### src/rtl/fifo_stream_reader.sv
// Drains a FIFO read port (read/empty/dout, one-cycle latency) into a valid/ready stream
// through a 2-entry buffer. Define FIFO_READER_CNT_EN to add the word_count port.
module fifo_stream_reader #(
    parameter int DATA_WIDTH = 8,
    parameter int CNT_WIDTH  = 16
) (
    input  logic                  clk,
    input  logic                  rst,
    input  logic                  enable,
    input  logic [DATA_WIDTH-1:0] dout,
    input  logic                  empty,
    output logic                  read,
    output logic [DATA_WIDTH-1:0] out_data,
    output logic                  out_valid,
    input  logic                  out_ready
`ifdef FIFO_READER_CNT_EN
    ,
    output logic [CNT_WIDTH-1:0]  word_count
`endif
);

    logic [1:0] occ_reg;
    logic [1:0] occ_next;
    logic       infl_reg;
    logic       head_reg;
    logic       tail_reg;
    logic       pop;
    logic [2:0] credit;
    logic [DATA_WIDTH-1:0] entry [2];

    assign out_valid = (occ_reg != 2'd0);
    assign out_data  = head_reg ? entry[1] : entry[0];

    // The pop is credited in the same cycle, so a full buffer can refill while draining.
    always_comb begin
        pop      = out_valid & out_ready;
        occ_next = occ_reg + {1'b0, infl_reg} - {1'b0, pop};
        credit   = {1'b0, occ_reg} + {2'b00, infl_reg} - {2'b00, pop};
        read     = rst & enable & ~empty & (credit < 3'd2);
    end

    always_ff @(posedge clk or negedge rst) begin
        if (!rst) begin
            occ_reg  <= 2'd0;
            infl_reg <= 1'b0;
            head_reg <= 1'b0;
            tail_reg <= 1'b0;
        end else begin
            occ_reg  <= occ_next;
            infl_reg <= read;
            if (pop)
                head_reg <= ~head_reg;
            if (infl_reg)
                tail_reg <= ~tail_reg;
        end
    end

    genvar gi;
    generate
        for (gi = 0; gi < 2; gi++) begin : g_buf
            logic [DATA_WIDTH-1:0] entry_reg;

            always_ff @(posedge clk or negedge rst) begin
                if (!rst)
                    entry_reg <= '0;
                else if (infl_reg && (tail_reg == 1'(gi)))
                    entry_reg <= dout;
            end

            assign entry[gi] = entry_reg;
        end
    endgenerate

`ifdef FIFO_READER_CNT_EN
    logic [CNT_WIDTH-1:0] word_count_reg;

    always_ff @(posedge clk or negedge rst) begin
        if (!rst)
            word_count_reg <= '0;
        else if (pop)
            word_count_reg <= word_count_reg + 1'b1;
    end

    assign word_count = word_count_reg;
`else
    // CNT_WIDTH only sizes the counter; keep the parameter referenced when it is absent.
    logic [CNT_WIDTH-1:0] unused_cnt_width;
    assign unused_cnt_width = '0;
`endif

endmodule

### config.mk
export PLATFORM = sky130hd
export DESIGN_NAME = fifo_stream_reader
export DESIGN_NICKNAME = d
export VERILOG_FILES = /design/src/rtl/fifo_stream_reader.sv
export SDC_FILE = /design/constraint.sdc
export NUM_CORES = 1
export LEC_CHECK = 0
export CAP_MARGIN = 20
export CORE_MARGIN = 4
export CORE_UTILIZATION = 43
export DETAILED_ROUTE_END_ITERATION = 10
export PLACE_DENSITY = 0.77
export SLEW_MARGIN = 30
export SYNTH_ARGS = -nofsm -noshare
export SYNTH_HDL_FRONTEND = slang
export SYNTH_SLANG_ARGS = --single-unit
### constraint.sdc
create_clock -name clk -period 2.14 [get_ports clk]
set_clock_uncertainty 0.15 [all_clocks]
set_input_delay 0.214 -clock clk [delete_from_list [all_inputs] [get_ports clk]]
set_output_delay 0.214 -clock clk [all_outputs]
set_load 0.01 [all_outputs]
==> Word level (Yosys, flattened, before mapping) <==
Cells that the tools add are included.
{ "totals": {"register_bits": 21, "out_inout_bits": 10} }
{ "classes": {"addsub": 4, "order_cmp": 1, "muxes": 1, "bitwise": 7, "reduce_logical": 3} }
{ "op_table": {"columns": ["operator", "n"], "rows": [
  ["$mux W8", 1],
  ["$and A1 B1 Y1", 4],
  ["$add A2 B1 Y3", 1],
  ["$lt A3 B2 Y1 const B", 1],
  ["$not A1 Y1", 3],
  ["$sub A3 B1 Y3", 1],
  ["$add A2 B1 Y2", 1],
  ["$logic_and A1 B1 Y1", 2],
  ["$reduce_bool A2 Y1", 1],
  ["$sub A2 B1 Y2", 1]
]} }

==> Logic depth before layout (Yosys ltp) <==
{ "logic_depth": {"depth_word": 5, "depth_mapped": 7, "ltp_nobuf": 7} }

==> Worst setup path before layout <==
No wires, ideal clock.
{ "synth_timing": {"path_kind": "register to output", "startpoint": "reg occ_reg[1]", "endpoint": "out read", "arrival_time_ns": 2.015, "slack_ns": -0.239, "stages_incl_launch_ff": 7, "n_path_buf": 0, "path_cell_list": "dfrtp_1 > o21a_1 > ha_1 > inv_1 > ha_1 > fa_1 > nor4_1"} }
{ "synth_between": {"elab_chain_len": 5, "word_cells_on_any_way": 6, "classes_between": "2 x add/sub; 1 x order compare; 2 x bitwise; 1 x reduce/logical"} }
{ "synth_rtl": {"columns": ["element", "line", "text"], "rows": [
  ["from (decl)", "22", "logic [1:0] occ_reg;"],
  ["from (signal assigned)", "49", "occ_reg <= occ_next;"],
  ["$reduce_bool A2 Y1", "31", "assign out_valid = (occ_reg != 2'd0);"],
  ["$and A1 B1 Y1", "36", "pop = out_valid & out_ready;"],
  ["net pop", "27", "logic pop;"],
  ["$sub A3 B1 Y3", "38", "credit = {1'b0, occ_reg} + {2'b00, infl_reg} - {2'b00, pop};"],
  ["net credit[1]", "28", "logic [2:0] credit;"],
  ["$lt A3 B2 Y1", "39", "read = rst & enable & ~empty & (credit < 3'd2);"],
  ["$and A1 B1 Y1", "39", null],
  ["to (decl)", "12", "output logic read,"]
]} }
The timed path passes the listed nets, and every way through them passes these cells.

==> Final worst setup path <==
{ "layout_timing": {"startpoint": "reg occ_reg[0]", "endpoint": "out read"} }
Same word-level chain as after synthesis.

==> run metrics <==
run status=finished, violations left; failing checks=negative setup slack; fin. max-slew vios=0; power density over the cells=1430 nW/um2; drt wl/cell=13.9 um; Worst Slack Setup Final=-0.494 ns; kind of capture point of the worst setup path=output port; die area=3090 um2; flip-flop count of the largest register, all copies and words added=16; Comb power frac=0.517; data arrival time of the critical path=2.27 ns; antenna violations before repair=0; clock network fraction of total power=0.096; static power due to leakage=0.580 nW; # nets final=112; TritonCTS buffer count=3; buffer cell driving the clock tree root=sky130_fd_sc_hd__clkbuf_4; Sum Neg Setup Slack=-0.504 ns; Worst slew margin=0.750; max-cap check violation count=0; drt via density=4.85; first-pass GRT wire length=2920 um; Final Total Pwr=1.88 mW; total routing resource utilization after global routing=0.120; Req. time, crit path=1.78 ns; number of global-route vias before repair=662; register bit count reported by yosys=21; chip width=55.6 um; Least-Margin Pin Slew=0.374 ns; post-layout minimum cycle time=2.63 ns; CTS tree=yes; sum of net half-perimeters after detailed placement=1200 um; RSZ-0062 raised after global routing=yes; pin count of the biggest net entering global routing=22; fillcell total=162; number of search-and-repair iterations in the first detailed-routing pass=3; post-CTS clock slew at the launch and capture registers of the worst setup and hold paths=0.11 ns; clk_lat worst skew=0.29 ns; num rows=16; switching power summed over all nets=0.569 mW; Mapped Cells=63; DR DRC count=0; starting density of the core=0.471; post-layout utilization of the core=0.637; Cell Area, Synth=972 um2; overflow left after global routing=0; average footprint of a synthesized cell=15.4 um2; element type at the critical path start=flip-flop; R2R setup slack=-0.01 ns; largest voltage drop on the vdd net=937 uV; net count after synthesis=79; RD Place Congestion=0.693; number of hold-slack violations in the final timing report=0; final setup violation count=2; synth unique cells=16; number of hold buffers added after cts=0; highest attainable clock frequency=380 MHz; I/O Buffers=22; number of violations reported at the end of detailed-routing iteration 0=3; Core Region=2060 um2; antenna cells=0; Worst Path Class, Setup=reg2out; maximum fanout along the worst path=2; Final Cycle Share=1.23; setup slack at placement=-0.798 ns; Die H=55.6 um; fraction of power spent switching nets=0.302; count of H-tree levels built during CTS=1; worst min-delay path category=in2async; I/O pin count=23; synthesis warning total=0; growth of design area from synthesis to finish=35.0%; register share of total power=0.387; Int Pwr=1.31 mW; Antenna Violating Nets Remaining=0; part of the Yosys area used for sequential elements=0.541; total wirelength of the detailed-routed design=1690 um; Longest Clk Path Bufs=2; total via count in the routed design=592; clk sinks=21; fraction of layout cells with a size suffix above 1=0.453
-- layout make-up --
class / count / area, um2 / share of cell area
flip-flops and latches: 21 / 527 / 0.401
well taps: 27 / 33.8 / 0.0257
clock buffers: 4 / 26.3 / 0.0200
inverters: 4 / 15.0 / 0.0114
multi-input cells: 36 / 435 / 0.332
repair buffers: 30 / 275 / 0.210
-- through the flow --
step                hold slack [ns]  cells  instance area (um2)
finish                        0.195    122                 1310
global route                  0.218    122                 1310
CTS                           0.195    120                 1290
detailed placement            0.339    115                 1260
global placement              0.331    115                 1260
floorplan                    -0.232     63                  990
-- synthesized netlist by cell type, drive strengths merged --
master / number / area, um2
xor2: 2 / 17.5
buf: 2 / 16.3
inv: 4 / 15.0
nor2b: 1 / 13.8
dfrtp: 21 / 526
ha: 2 / 25.0
or2: 1 / 6.26
nand2: 2 / 10.0
fa: 1 / 20.0
mux2: 24 / 300
nor4: 1 / 6.26
xnor2: 1 / 8.76
o21a: 1 / 7.51
-- placed cells by master (no fill, tap or decap), types with 2 or more instances in the layout --
cell                              Yosys  final
sky130_fd_sc_hd__clkbuf_4             0      3
sky130_fd_sc_hd__dfrtp_1             21     20
sky130_fd_sc_hd__xor2_1               2      2
sky130_fd_sc_hd__inv_1                4      4
sky130_fd_sc_hd__buf_4                0      8
sky130_fd_sc_hd__clkdlybuf4s50_1      0     21
sky130_fd_sc_hd__mux2_4               8      8
sky130_fd_sc_hd__mux2_2              16     16
-- critical path: stages (launching register included) --
cell and delay, ns:
sky130_fd_sc_hd__dfrtp_1 0.39, sky130_fd_sc_hd__o21a_1 0.20, sky130_fd_sc_hd__ha_1 0.27, sky130_fd_sc_hd__inv_1 0.06
sky130_fd_sc_hd__ha_2 0.17, sky130_fd_sc_hd__fa_2 0.47, sky130_fd_sc_hd__nor4_4 0.24, sky130_fd_sc_hd__buf_2 0.17
-- power groups by stage --
stage	Sequential (mW)	Combinational (mW)	Clock [mW]
after floorplan	0.682	0.602	0
after global placement	0.725	0.933	0
after detailed placement	0.734	0.948	0
after CTS	0.730	0.958	0.189
after global routing	0.752	1.07	0.202
final	0.729	0.973	0.181
-- layer usage --
metal | GRT usage | vias to the layer above | wire, um
met4 | 0.0521 | 0 | 12
met3 | 0.0326 | 2 | 95
met2 | 0.198 | 15 | 825
met5 | 0 | - | 0
met1 | 0.147 | 295 | 758
li1 | - | 280 | -
-- path summary, 6_finish.rpt --
kind                                              startpoint                                 to  cells after the start
max in group asynchronous                                rst               head_reg$_DFFE_PN0P_                      2
hold / removal                                           rst                 infl_reg$_DFF_PN0_                      2
setup reg to reg                        occ_reg[0]$_DFF_PN0_                 infl_reg$_DFF_PN0_                      7
hold reg to reg            g_buf[1].entry_reg[1]$_DFFE_PN0P_  g_buf[1].entry_reg[1]$_DFFE_PN0P_                      1
min in group clk           g_buf[1].entry_reg[1]$_DFFE_PN0P_  g_buf[1].entry_reg[1]$_DFFE_PN0P_                      1
setup / recovery                        occ_reg[0]$_DFF_PN0_                               read                      7
-- kinds of logic after synthesis --
| family | after synthesis | synth area share |
|---|---|---|
| adders and majority gates | 3 | 0.0463 |
| buffers and inverters | 6 | 0.0322 |
| xor gates and xnor gates | 3 | 0.0270 |
| AOI/OAI and AO/OA | 1 | 0.00772 |
| muxes | 24 | 0.309 |
| DFF | 21 | 0.541 |
| and+or+nand+nor | 5 | 0.0373 |
-- repair_timing --
item,in CTS,in global routing
buffers inserted,1,2
cloned,0,0
pin swaps,3,0
endpoints found under the setup margin,9,2
resized for setup,5,1
Power figures use the tool's default switching activity.
